`src/rtl/vai_pkg.sv`:
```
// Shared definitions for the VAI register-burst slave: command and status
// codes, FSM state encoding and header field positions.
package vai_pkg;

  // Header command field values
  localparam logic [3:0] CMD_READ   = 4'd0;
  localparam logic [3:0] CMD_WRITE  = 4'd1;
  localparam logic [3:0] CMD_BREAD  = 4'd2;
  localparam logic [3:0] CMD_BWRITE = 4'd3;

  // Footer status values
  localparam logic [1:0] STS_OK       = 2'd0;
  localparam logic [1:0] STS_BAD_ADDR = 2'd1;
  localparam logic [1:0] STS_BAD_CMD  = 2'd2;
  localparam logic [1:0] STS_OVERRUN  = 2'd3;

  // Header field offsets: command in the low nibble, address just above it
  localparam int HDR_CMD_LSB  = 0;
  localparam int HDR_CMD_W    = 4;
  localparam int HDR_ADDR_LSB = 4;

  typedef enum logic [2:0] {
    S_IDLE        = 3'd0,
    S_GET_HEADER  = 3'd1,
    S_GET_LEN     = 3'd2,
    S_GET_WDATA   = 3'd3,
    S_DRAIN       = 3'd4,
    S_SEND_HEADER = 3'd5,
    S_SEND_DATA   = 3'd6,
    S_SEND_FOOTER = 3'd7
  } vai_state_e;

  // Keep the first error seen in a frame; later errors do not overwrite it.
  function automatic logic [1:0] first_err(input logic [1:0] cur,
                                           input logic [1:0] nxt);
    return (cur == STS_OK) ? nxt : cur;
  endfunction

endpackage

```
`src/rtl/vai_regfile.sv`:
```
// Register array with one synchronous write port and one registered read
// port. The read register only updates when i_re is high so a fetched word
// stays put while the response waits for downstream accept.
module vai_regfile #(
  parameter int DATA_W    = 8,
  parameter int REG_COUNT = 8,
  parameter int AW        = (REG_COUNT > 1) ? $clog2(REG_COUNT) : 1
) (
  input  logic              Clk_i,
  input  logic              Reset_i,
  input  logic              i_we,
  input  logic [AW-1:0]     i_waddr,
  input  logic [DATA_W-1:0] i_wdata,
  input  logic              i_re,
  input  logic [AW-1:0]     i_raddr,
  output logic [DATA_W-1:0] o_rdata
);

  logic [DATA_W-1:0] r_mem [REG_COUNT];
  logic [DATA_W-1:0] r_rdata;

  // Storage update and registered read; reset clears every entry
  always_ff @(posedge Clk_i) begin
    if (Reset_i) begin
      for (int i = 0; i < REG_COUNT; i++) begin
        r_mem[i] <= '0;
      end
      r_rdata <= '0;
    end else begin
      if (i_we) begin
        r_mem[i_waddr] <= i_wdata;
      end
      if (i_re) begin
        r_rdata <= r_mem[i_raddr];
      end
    end
  end

  assign o_rdata = r_rdata;

endmodule

```
`src/rtl/vai_reg_burst.sv`:
```
// VAI framed-stream register slave with single and burst read/write,
// address auto-increment and a coded status footer.
//
// Handshake: an input word transfers on a rising edge where DinValid_i and
// DinAccept_o are both high; an output word transfers on a rising edge where
// DoutValid_o and DoutAccept_i are both high. A presented output word and
// its flags stay frozen until it transfers.
module vai_reg_burst
  import vai_pkg::*;
#(
  parameter int DATA_W    = 8,
  parameter int ADDR_W    = 4,
  parameter int REG_COUNT = 8
) (
  input  logic              Clk_i,
  input  logic              Reset_i,
  input  logic [DATA_W-1:0] Din_i,
  input  logic              DinValid_i,
  input  logic              DinStart_i,
  input  logic              DinStop_i,
  output logic              DinAccept_o,
  output logic [DATA_W-1:0] Dout_o,
  output logic              DoutValid_o,
  output logic              DoutStart_o,
  output logic              DoutStop_o,
  input  logic              DoutAccept_i,
  output vai_state_e        o_dbg_state
);

  localparam int RF_AW = (REG_COUNT > 1) ? $clog2(REG_COUNT) : 1;
  // Index counter is wide enough that address + index never wraps back
  // into the valid register range during a long burst.
  localparam int IDX_W = ADDR_W + 9;
  localparam logic [IDX_W:0] REG_LIMIT = (IDX_W+1)'(REG_COUNT);

  vai_state_e        r_state;
  logic [DATA_W-1:0] r_hdr;
  logic [3:0]        r_cmd;
  logic [ADDR_W-1:0] r_addr;
  logic [IDX_W-1:0]  r_idx;
  logic [8:0]        r_count;
  logic [1:0]        r_status;
  logic              r_out_valid;
  logic              r_oor;

  logic              w_din_fire;
  logic              w_dout_fire;
  logic [3:0]        w_cmd;
  logic [IDX_W:0]    w_index;
  logic              w_in_range;
  logic [1:0]        w_idx_err;
  logic              w_last_data;
  logic              w_we;
  logic              w_re;
  logic [DATA_W-1:0] w_rdata;

  assign DinAccept_o = (r_state == S_GET_HEADER) || (r_state == S_GET_LEN) ||
                       (r_state == S_GET_WDATA)  || (r_state == S_DRAIN);
  assign w_din_fire  = DinValid_i && DinAccept_o;
  assign w_dout_fire = r_out_valid && DoutAccept_i;
  assign w_cmd       = Din_i[HDR_CMD_LSB +: HDR_CMD_W];

  // Absolute register index of the current burst position
  assign w_index    = {{(IDX_W+1-ADDR_W){1'b0}}, r_addr} + {1'b0, r_idx};
  assign w_in_range = (w_index < REG_LIMIT);
  assign w_idx_err  = (r_idx == '0) ? STS_BAD_ADDR : STS_OVERRUN;
  assign w_last_data = ((r_idx + IDX_W'(1)) == {{(IDX_W-9){1'b0}}, r_count});

  // A lone WRITE data word without stop is discarded, never stored
  assign w_we = (r_state == S_GET_WDATA) && w_din_fire && w_in_range &&
                ((r_cmd == CMD_BWRITE) || DinStop_i);
  // Fetch happens in the bubble cycle ahead of each data word
  assign w_re = (r_state == S_SEND_DATA) && !r_out_valid;

  vai_regfile #(
    .DATA_W    (DATA_W),
    .REG_COUNT (REG_COUNT),
    .AW        (RF_AW)
  ) u_regfile (
    .Clk_i   (Clk_i),
    .Reset_i (Reset_i),
    .i_we    (w_we),
    .i_waddr (w_index[RF_AW-1:0]),
    .i_wdata (Din_i),
    .i_re    (w_re),
    .i_raddr (w_index[RF_AW-1:0]),
    .o_rdata (w_rdata)
  );

  // Frame FSM, index/count bookkeeping and status recording
  always_ff @(posedge Clk_i) begin
    if (Reset_i) begin
      r_state     <= S_IDLE;
      r_hdr       <= '0;
      r_cmd       <= '0;
      r_addr      <= '0;
      r_idx       <= '0;
      r_count     <= '0;
      r_status    <= STS_OK;
      r_out_valid <= 1'b0;
      r_oor       <= 1'b0;
    end else begin
      case (r_state)
        S_IDLE: begin
          r_state <= S_GET_HEADER;
        end

        S_GET_HEADER: begin
          if (w_din_fire && DinStart_i) begin
            r_hdr    <= Din_i;
            r_cmd    <= w_cmd;
            r_addr   <= Din_i[HDR_ADDR_LSB +: ADDR_W];
            r_idx    <= '0;
            r_count  <= '0;
            r_status <= STS_OK;
            if ((w_cmd == CMD_READ) && DinStop_i) begin
              r_count <= 9'd1;
              r_state <= S_SEND_HEADER;
            end else if ((w_cmd == CMD_BREAD) && !DinStop_i) begin
              r_state <= S_GET_LEN;
            end else if (((w_cmd == CMD_WRITE) || (w_cmd == CMD_BWRITE)) &&
                         !DinStop_i) begin
              r_state <= S_GET_WDATA;
            end else begin
              r_status <= STS_BAD_CMD;
              r_state  <= DinStop_i ? S_SEND_HEADER : S_DRAIN;
            end
          end
        end

        S_GET_LEN: begin
          if (w_din_fire) begin
            r_count <= {1'b0, Din_i[7:0]} + 9'd1;
            if (DinStop_i) begin
              r_state <= S_SEND_HEADER;
            end else begin
              r_status <= first_err(r_status, STS_BAD_CMD);
              r_state  <= S_DRAIN;
            end
          end
        end

        S_GET_WDATA: begin
          if (w_din_fire) begin
            if ((r_cmd == CMD_WRITE) && !DinStop_i) begin
              r_state <= S_IDLE;
            end else begin
              if (!w_in_range) begin
                r_status <= first_err(r_status, w_idx_err);
              end
              if (r_idx != '1) begin
                r_idx <= r_idx + IDX_W'(1);
              end
              if (DinStop_i) begin
                r_count <= '0;
                r_state <= S_SEND_HEADER;
              end
            end
          end
        end

        S_DRAIN: begin
          if (w_din_fire && DinStop_i) begin
            r_state <= S_SEND_HEADER;
          end
        end

        S_SEND_HEADER: begin
          if (!r_out_valid) begin
            r_out_valid <= 1'b1;
          end else if (w_dout_fire) begin
            r_out_valid <= 1'b0;
            r_idx       <= '0;
            r_state     <= (r_count != '0) ? S_SEND_DATA : S_SEND_FOOTER;
          end
        end

        S_SEND_DATA: begin
          if (!r_out_valid) begin
            r_out_valid <= 1'b1;
            r_oor       <= !w_in_range;
            if (!w_in_range) begin
              r_status <= first_err(r_status, w_idx_err);
            end
          end else if (w_dout_fire) begin
            r_out_valid <= 1'b0;
            r_idx       <= r_idx + IDX_W'(1);
            if (w_last_data) begin
              r_state <= S_SEND_FOOTER;
            end
          end
        end

        S_SEND_FOOTER: begin
          if (!r_out_valid) begin
            r_out_valid <= 1'b1;
          end else if (w_dout_fire) begin
            r_out_valid <= 1'b0;
            r_state     <= S_IDLE;
          end
        end

        default: begin
          r_state <= S_IDLE;
        end
      endcase
    end
  end

  // Output word selection; everything is zero outside a presented word
  always_comb begin
    Dout_o = '0;
    if (r_out_valid) begin
      case (r_state)
        S_SEND_HEADER: Dout_o = r_hdr;
        S_SEND_DATA:   Dout_o = r_oor ? '0 : w_rdata;
        S_SEND_FOOTER: Dout_o = {{(DATA_W-2){1'b0}}, r_status};
        default:       Dout_o = '0;
      endcase
    end
  end

  assign DoutValid_o = r_out_valid;
  assign DoutStart_o = r_out_valid && (r_state == S_SEND_HEADER);
  assign DoutStop_o  = r_out_valid && (r_state == S_SEND_FOOTER);
  assign o_dbg_state = r_state;

endmodule
```
`config.mk`:
```
export PLATFORM = sky130hd
export DESIGN_NAME = vai_reg_burst
export DESIGN_NICKNAME = d
export VERILOG_FILES = /design/src/rtl/vai_pkg.sv /design/src/rtl/vai_regfile.sv /design/src/rtl/vai_reg_burst.sv
export SDC_FILE = /design/constraint.sdc
export NUM_CORES = 1
export LEC_CHECK = 0
export ABC_CLOCK_PERIOD_IN_PS = 2700
export CAP_MARGIN = 20
export CORE_ASPECT_RATIO = 1.75
export CORE_MARGIN = 2
export CORE_UTILIZATION = 24
export DETAILED_ROUTE_END_ITERATION = 10
export SETUP_SLACK_MARGIN = 0.3
export SYNTH_ARGS = -nofsm -noshare
export SYNTH_HDL_FRONTEND = slang
export SYNTH_SLANG_ARGS = --single-unit
export TNS_END_PERCENT = 20
```
`constraint.sdc`:
```
create_clock -name Clk_i -period 2.7 [get_ports Clk_i]
set_input_delay 0.54 -clock Clk_i [delete_from_list [all_inputs] [get_ports Clk_i]]
set_output_delay 0.54 -clock Clk_i [all_outputs]
set_load 0.03 [all_outputs]
```
Word-level counts from Yosys, hierarchy flattened
Memories as Yosys holds them, arrays and structs flattened. A register that Yosys moved wholly into a read port is not among the register bits. Index checks and enable logic that the tools add are counted.

Register bits: 45. Bits in latches: 0. RAM bits: 64. ROM bits: 0. Input port bits: 14. Output and inout port bits: 15. Logic and storage cells: 147. Memories: 1.

$add $sub $neg: 3. Multiply operators: 0. Divide/modulo/power cells: 0. Order comparisons: 1. Equal/unequal tests: 32. Shift-type cells: 0. Mux-type cells: 62. Bitwise logic cells: 1. Reductions and logical operators: 38.

Memory list: u_regfile.r_mem (words 8, bits a word 8, rd ports 1, clocked after memory_dff 1, wr ports 8, RTL line vai_regfile.sv:19) `logic [DATA_W-1:0] r_mem [REG_COUNT];`.

Operator list (count): $mux 13 (8); $pmux 13 s4 (1); $mux 3 (17); $mux 9 (5); $pmux 9 s3 (1); $mux 2 (13); $ne 2x2->1 const B (13); $mux 8 (3); $pmux 3 s8 (1); $pmux 8 s3 (1); $add 4x13->14 (1); $logic_and 1x1->1 (14); $lt 14x4->1 const B (1); $add 13x1->13 const B (1); $eq 13x9->1 (1); $logic_not 13->1 (1); $ne 13x13->1 const B (1); $eq 3x3->1 const B (4); $eq 4x2->1 const B (3); $reduce_and 12->1 (1); $mux 1 (11); $add 8x1->9 const B (1); $reduce_and 9->1 (1); $reduce_bool 9->1 (1); other kinds (19) (32).

Logic depth before layout (Yosys ltp)
Gate-level depths: netlist of the first run.

Word-level depth: 13. Mapped depth: 11. Gate-level depth less buffers: 9.

Cells and area by module
From an unflattened synthesis of the first run, not the netlist that was laid out.

Cell total of the unflattened synthesis: 640. Area total of the unflattened synthesis: 6292.3 µm².

Modules (own cells, without submodules): vai_regfile (times used 1, cells each 233, area each 3279.4 µm², sequential area each 2082.0 µm²); vai_reg_burst (times used 1, cells each 407, area each 3012.9 µm², sequential area each 740.7 µm²).

Least setup slack after synthesis of the first run
OpenSTA, ideal clock, no wires.

Path type: register -> register. From: reg r_idx[0]. To: mem u_regfile.r_mem[0][0], enable pin. Setup time: 309 ps. Arrival time: 2465 ps. Required time: 2391 ps. Setup slack: -74 ps. Cell stages (with the launch flop): 12. Buffers on the path: 2. Period minus slack after synthesis: 2774 ps. Cells stage by stage: dfxtp_1 -> ha_1 -> inv_1 -> fa_1 -> nor2b_1 -> o21a_1 -> nor2_1 -> o311a_1 -> buf_6 -> buf_4 -> nor3_4 -> or2_2.

RTL lines: start, declared (RTL line vai_reg_burst.sv:40) `logic [IDX_W-1:0] r_idx;`; start signal, assigned (RTL line vai_reg_burst.sv:152) `r_idx <= r_idx + IDX_W'(1);`; start signal, assigned (RTL line vai_reg_burst.sv:187) `r_idx <= r_idx + IDX_W'(1);`; end, declared (RTL line vai_regfile.sv:19).

==> results of run 1 <==
sequential cells by signal (all words and copies together) (netlist names):
register,cells
u_regfile.o_rdata,8
r_status,2
r_idx,13
u_regfile.r_mem,64
r_oor,1
o_dbg_state,3
DoutValid_o,1
r_count,9
r_hdr,8
critical path, cell delays in order (launching register included):
cell     delay [ps]
dfxtp_2         340
ha_4            160
inv_2            50
fa_2            190
nor2b_1          50
o21a_1          210
or3_4           340
a211o_4         380
buf_12          160
nor3_4          140
or2_4           230
through the flow:
| step | TNS (ps) | setup WS (ps) |
|---|---|---|
| 5_1_grt | 0 | 69.00 |
| 6_report | 0 | 149.4 |
| 3_5_place_dp | -164.7 | -74.02 |
| 4_1_cts | 0 | 139.7 |
| 2_1_floorplan | 0 | 93.45 |
| 3_3_place_gp | -182.2 | -88.76 |
worst paths after layout:
path	from	end	slack [ps]	cells after the start
setup / recovery	r_idx[0]$_SDFFE_PP0P_	u_regfile.r_mem[1][6]$_SDFFCE_PN0P_	150	10
hold / removal	r_count[8]$_SDFFE_PP0P_	r_count[8]$_SDFFE_PP0P_	500	2
setup reg to reg	r_idx[0]$_SDFFE_PP0P_	u_regfile.r_mem[1][6]$_SDFFCE_PN0P_	150	10
hold reg to reg	r_count[8]$_SDFFE_PP0P_	r_count[8]$_SDFFE_PP0P_	500	2
final cells by class:
| class | instances | area (um^2) |
|---|---|---|
| Clock buffer | 9 | 225.2 |
| Multi-Input combinational cell | 449 | 3281 |
| Timing Repair Buffer | 123 | 1091 |
| Clock inverter | 7 | 63.81 |
| Tap cell | 316 | 395.4 |
| Inverter | 16 | 60.06 |
| Fill cell | 2577 | 17290 |
| Sequential cell | 109 | 2838 |
Yosys cell counts (4+ instances only):
master	instances
nor2_1	65
edfxtp_1	64
and2_1	50
dfxtp_1	45
nand2_1	41
clkbuf_1	32
a21oi_1	31
nor4_1	25
nand3_1	17
a22oi_1	15
o21ai_0	15
inv_1	14
mux2i_1	14
mux4_2	14
xnor2_1	14
xor2_1	11
ha_1	10
nor3_1	10
or2_2	10
or3_1	9
a211oi_1	8
a311oi_1	7
nor3_2	7
or4_1	7
a31oi_1	6
nor2b_1	6
buf_6	5
nand2b_1	5
nand4_1	5
nand3b_1	4
where the power goes:
| part | total [mW] | internal, mW | switching, mW |
|---|---|---|---|
| clock network | 1.33 | 0.712 | 0.616 |
| registers | 1.95 | 1.85 | 0.109 |
| logic | 1.23 | 0.541 | 0.691 |
cell families after synthesis:
logic type	share of synthesized area, %
buffers and inverters	4.272
AOI/OAI and AO/OA	12.06
adders and majority gates	2.360
muxes	7.587
and+or+nand+nor	24.27
xor gates and xnor gates	3.560
DFF	45.89
per-layer routing:
layer	wire length, um	share of wire (%)	global-route usage, %	vias to the layer above
met5	0	0	0	-
met4	1467	7.6	12.07	0
met3	543	2.8	1.636	64
met2	10920	56	27.70	155
met1	6479	33	12.91	2544
li1	-	-	-	2469
what timing repair did:
action                     in CTS  in global routing
pin swaps                       5                 17
setup endpoints to repair     146                157
resized for setup              27                 14
buffers inserted                4                 12
gates cloned                    1                  1
==> impl_metrics.env, run 1 <==
export IMPL_synth_area_top_cells="edfxtp_1 (31%), dfxtp_1 (15%), mux4_2 (5.1%), and2_1 (5.1%), nor2_1 (4.0%)"
export IMPL_grt_max_degree=49
export IMPL_vias=5232
export IMPL_wl_per_cell_um=18.87
export IMPL_clock_sinks=109
export IMPL_cts_root_buf="clkbuf_16"
export IMPL_grt_antenna_before_repair=0
export IMPL_final_cell_mix="buf_4 (94), edfxtp_1 (64), nor2_1 (56)"
export IMPL_grt_overflow=0
export IMPL_die_area_mm2=0.02698
export IMPL_final_common_cell="buf_4"
export IMPL_port_buffers=28
export IMPL_period_share_pct=94.47
export IMPL_cts_tree="done"
export IMPL_hold_ws_ps=501.4
export IMPL_crit_arrival_ps=2610
export IMPL_antenna_left=0
export IMPL_place_inst=995
export IMPL_setup_viol_count_final=0
export IMPL_fin_cells=1029
export IMPL_p_total_mw=4.515
export IMPL_grt_pass1_vias=5466
export IMPL_post_route_drc_count=0
export IMPL_min_period_ps=2551
export IMPL_cp_max_fo=8
export IMPL_cts_hold_buffers_added=0
export IMPL_dp_hpwl_mm=14.28
export IMPL_path_clk_slew_ps=70
export IMPL_clock_path_buffers=2
export IMPL_crit_path_end_kind="flop"
export IMPL_final_util_pct=31.51
export IMPL_yosys_most_used_dff="edfxtp_1"
export IMPL_io_pin_count=29
export IMPL_drive_gt1_share_pct=27.35
export IMPL_syn_nets=641
export IMPL_required_ps=2760
export IMPL_firstDrtPassIters=4
export IMPL_ys_ff_latch=109
export IMPL_criticalPathCategory="flop to flop"
export IMPL_hold_viol=0
export IMPL_slew_limit_headroom_pct=60.06
export IMPL_nNetsFinal=733
export IMPL_place_gp_congestion=0.8866
export IMPL_dieHeight_um=215.8
export IMPL_maxCapViolCount=0
export IMPL_vdd_drop_max_uv=273.0
export IMPL_insertion_delay_ps=360
export IMPL_synth_cell_types=63
export IMPL_vias_per_cell=5.085
export IMPL_synth_edf_count=64
export IMPL_ys_warn_count=0
export IMPL_initial_core_util_pct=24.37
export IMPL_track_usage_pct=14.31
export IMPL_core_area_mm2=0.02524
export IMPL_syn_avg_cell_area_um2=9.985
export IMPL_cts_buffers=9
export IMPL_syn_cell_area_mm2=0.006151
export IMPL_syn_inst=616
export IMPL_finalClockSkew_ps=7.856
export IMPL_fmax_mhz=392.1
export IMPL_drt_total_wl_mm=19.41
export IMPL_grt_pass1_wl_mm=29.88
export IMPL_seq_area_frac_synth_pct=45.89
export IMPL_maxSlewViolCount=0
export IMPL_final_area_mm2=0.007954
export IMPL_async_flop_share_pct=0
export IMPL_synth_largest_area_cell="edfxtp_1"
export IMPL_rows=77
export IMPL_rsz0062_at_grt="true"
export IMPL_diodes=0
export IMPL_netlist_area_leader_share_pct=31.24
export IMPL_tightest_slew_ps=597.3
export IMPL_startpoint_type="flop"
export IMPL_syn_to_final_growth_pct=29.31
export IMPL_fp_dieW_um=125.0
export IMPL_drtIter0Drc=413
export IMPL_hp_class="flop to flop"
export IMPL_h_tree_depth=3
export IMPL_leakagePower_nw=2.930
export IMPL_power_density_mw_per_mm2=567.6
export IMPL_outcome="completed"
export IMPL_dpl_cell_area_mm2=0.007274
Note: power is estimated with default switching activity, not from simulation.
==> run 2: changes to the inputs <==
CORE_MARGIN = 4   (was 2)
==> run 2 against run 1 <==
Net effect: utilization shrank 0.059 points; setup slack lost 38 ps; largest cell class unchanged; power shrank 0.22%; die area grew 5.1%; hold slack gained 5.0 ps; critical path depth is the same; non-clock buffer count shrank 7; maximum frequency shrank 1.5%; design area shrank 0.19%; clock power shrank 5%; final cell count shrank 0.78%.
==> impl_metrics.env, run 2 (synthesis gave the netlist of run 1 again) <==
export IMPL_place_gp_congestion=0.8836
export IMPL_p_seq_share_pct=42.8
export IMPL_nFillCells=2590
export IMPL_multi_input_area_mm2=0.003289
export IMPL_final_area_mm2=0.007939
export IMPL_dieHeight_um=219.8
export IMPL_setup_viol_count_final=0
export IMPL_p_int_mw=3.069
export IMPL_rsz0062_at_grt="true"
export IMPL_firstDrtPassIters=5
export IMPL_maxSlewViolCount=0
export IMPL_crit_path_end="u_regfile.r_mem[2][1]$_SDFFCE_PN0P_"
export IMPL_outcome="completed"
export IMPL_port_buffers=28
export IMPL_clock_path_buffers=2
export IMPL_vias_per_cell=5.010
export IMPL_clockPowerShare_pct=27.9
export IMPL_antenna_left=0
export IMPL_p_total_mw=4.505
export IMPL_dpl_cell_area_mm2=0.007277
export IMPL_grt_pass1_vias=5214
export IMPL_grt_max_degree=49
export IMPL_die_area_mm2=0.02835
export IMPL_insertion_delay_ps=350
export IMPL_initial_core_util_pct=24.37
export IMPL_nNetsFinal=726
export IMPL_clock_sinks=109
export IMPL_grt_pass1_wl_mm=28.52
export IMPL_fmax_mhz=386.2
export IMPL_cts_hold_buffers_added=0
export IMPL_startpoint_type="flop"
export IMPL_h_tree_depth=3
export IMPL_cp_max_fo=13
export IMPL_cts_tree="done"
export IMPL_seqCellArea_mm2=0.002835
export IMPL_syn_to_final_growth_pct=29.07
export IMPL_power_density_mw_per_mm2=567.4
export IMPL_critPathTopFamily="simple AND/OR/NAND/NOR gates"
export IMPL_drive_gt1_share_pct=26.95
export IMPL_r2r_cells=10
export IMPL_crit_arrival_ps=2750
export IMPL_drtIter0Drc=438
export IMPL_drt_total_wl_mm=18.73
export IMPL_wl_per_cell_um=18.34
export IMPL_tightest_slew_ps=592.7
export IMPL_setup_worst_path_start="r_hdr[4]$_SDFFE_PP0P_"
export IMPL_cts_buffers=9
export IMPL_largest_register_ff_count=64
export IMPL_dp_hpwl_mm=13.91
export IMPL_grt_overflow=0
export IMPL_cts_root_buf="clkbuf_16"
export IMPL_p_sw_share_pct=31.88
export IMPL_slowest_stage="a211o_4"
export IMPL_criticalPathCategory="flop to flop"
export IMPL_final_common_cell="buf_4"
export IMPL_vdd_drop_max_uv=295.4
export IMPL_period_share_pct=95.89
export IMPL_p_comb_share_pct=29.3
export IMPL_leakagePower_nw=2.911
export IMPL_post_route_drc_count=0
export IMPL_final_cell_mix="buf_4 (83), edfxtp_1 (64), nor2_1 (55)"
export IMPL_core_area_mm2=0.02524
export IMPL_slew_limit_headroom_pct=60.36
export IMPL_rows=77
export IMPL_p_switching_mw=1.436
export IMPL_required_ps=2860
export IMPL_grt_antenna_before_repair=0
export IMPL_finalClockSkew_ps=13.81
export IMPL_cp_buffers_inverters=3
export IMPL_hold_viol=0
export IMPL_io_pin_count=29
export IMPL_diodes=0
export IMPL_r2r_slack_ps=110
export IMPL_critical_path_max_stage_delay_ps=380
export IMPL_track_usage_pct=13.04
export IMPL_rr_startpoint="r_hdr[4]$_SDFFE_PP0P_"
export IMPL_path_clk_slew_ps=80
export IMPL_maxCapViolCount=0
export IMPL_setup_tns_ps=0
export IMPL_largestRegisters="u_regfile.r_mem x64, r_idx x13, r_count x9"
export IMPL_min_period_ps=2589
export IMPL_fp_dieW_um=129.0
export IMPL_top_register="u_regfile.r_mem"
export IMPL_crit_cells=10
export IMPL_timing_rr_end="u_regfile.r_mem[2][1]$_SDFFCE_PN0P_"
export IMPL_path_cells="ha_4, inv_2, fa_2, nor2b_1, o21a_1, or3_4, a211o_4, buf_4, bufbuf_16, nor4_1"
export IMPL_vias=5115
export IMPL_hp_class="flop to flop"
export IMPL_crit_path_end_kind="flop"
-- run 2: power by group through the flow --
| stage | registers, mW | logic [mW] | clock network [mW] |
|---|---|---|---|
| 2_1_floorplan | 1.96 | 0.702 | 0 |
| 3_3_place_gp | 1.96 | 1.16 | 0 |
| 3_5_place_dp | 1.96 | 1.16 | 0 |
| 4_1_cts | 1.93 | 1.20 | 1.27 |
| 5_1_grt | 1.94 | 1.42 | 1.34 |
| 6_report | 1.93 | 1.32 | 1.26 |
-- run 2: per-layer routing --
metal | global-route usage (%) | vias up | wire (um)
li1 | - | 2444 | -
met1 | 12.61 | 2479 | 6395
met2 | 25.54 | 144 | 10590
met3 | 1.043 | 48 | 499
met4 | 8.549 | 0 | 1247
met5 | 0 | - | 0
-- run 2: area by class of cell --
type,instances,area share (%)
clock buffer,10,2.884
clock inverter,5,0.5674
inverter,16,0.8038
multi-input combinational,449,41.43
sequential,109,35.71
tap,316,4.980
timing repair buffer,116,13.62
-- run 2: worst reg2reg max path, stage by stage, from the launching register on --
cell	delay [ps]
dfxtp_2	340
ha_4	170
inv_2	50
fa_2	190
nor2b_1	50
o21a_1	220
or3_4	330
a211o_4	380
buf_4	150
bufbuf_16	280
nor4_1	230
-- run 2: through the flow --
stage                     instances  util [%]  setup WS [ps]  hold WS, ps
after global placement          992     28.83         -80.11        488.0
final                          1021     31.45          111.0        506.4
after detailed placement        992     28.83         -59.92        498.6
after CTS                      1012     30.50          126.6        507.9
after global routing           1021     31.45          35.33        525.8
after floorplan                 616         -          93.45        453.3
-- run 2: worst min-delay path by stage --
| stage | startpoint | to | slack, ps | depth (start not counted) |
|---|---|---|---|---|
| 4_1_cts | u_regfile.o_rdata[5]$_SDFFE_PP0P_ | u_regfile.o_rdata[5]$_SDFFE_PP0P_ | 510 | 2 |
| 5_1_grt | u_regfile.o_rdata[0]$_SDFFE_PP0P_ | u_regfile.o_rdata[0]$_SDFFE_PP0P_ | 530 | 2 |
| 6_report | u_regfile.o_rdata[5]$_SDFFE_PP0P_ | u_regfile.o_rdata[5]$_SDFFE_PP0P_ | 510 | 2 |
| 3_5_place_dp | u_regfile.o_rdata[5]$_SDFFE_PP0P_ | u_regfile.o_rdata[5]$_SDFFE_PP0P_ | 500 | 2 |
| 3_3_place_gp | u_regfile.o_rdata[6]$_SDFFE_PP0P_ | u_regfile.o_rdata[6]$_SDFFE_PP0P_ | 490 | 2 |
| 2_1_floorplan | r_count[8]$_SDFFE_PP0P_ | r_count[8]$_SDFFE_PP0P_ | 450 | 2 |
-- run 2: what timing repair did --
action	4_1_cts	5_1_grt
resized for setup	19	27
pin swaps	3	18
setup endpoints to repair	136	156
cloned	2	1
buffers inserted	3	8
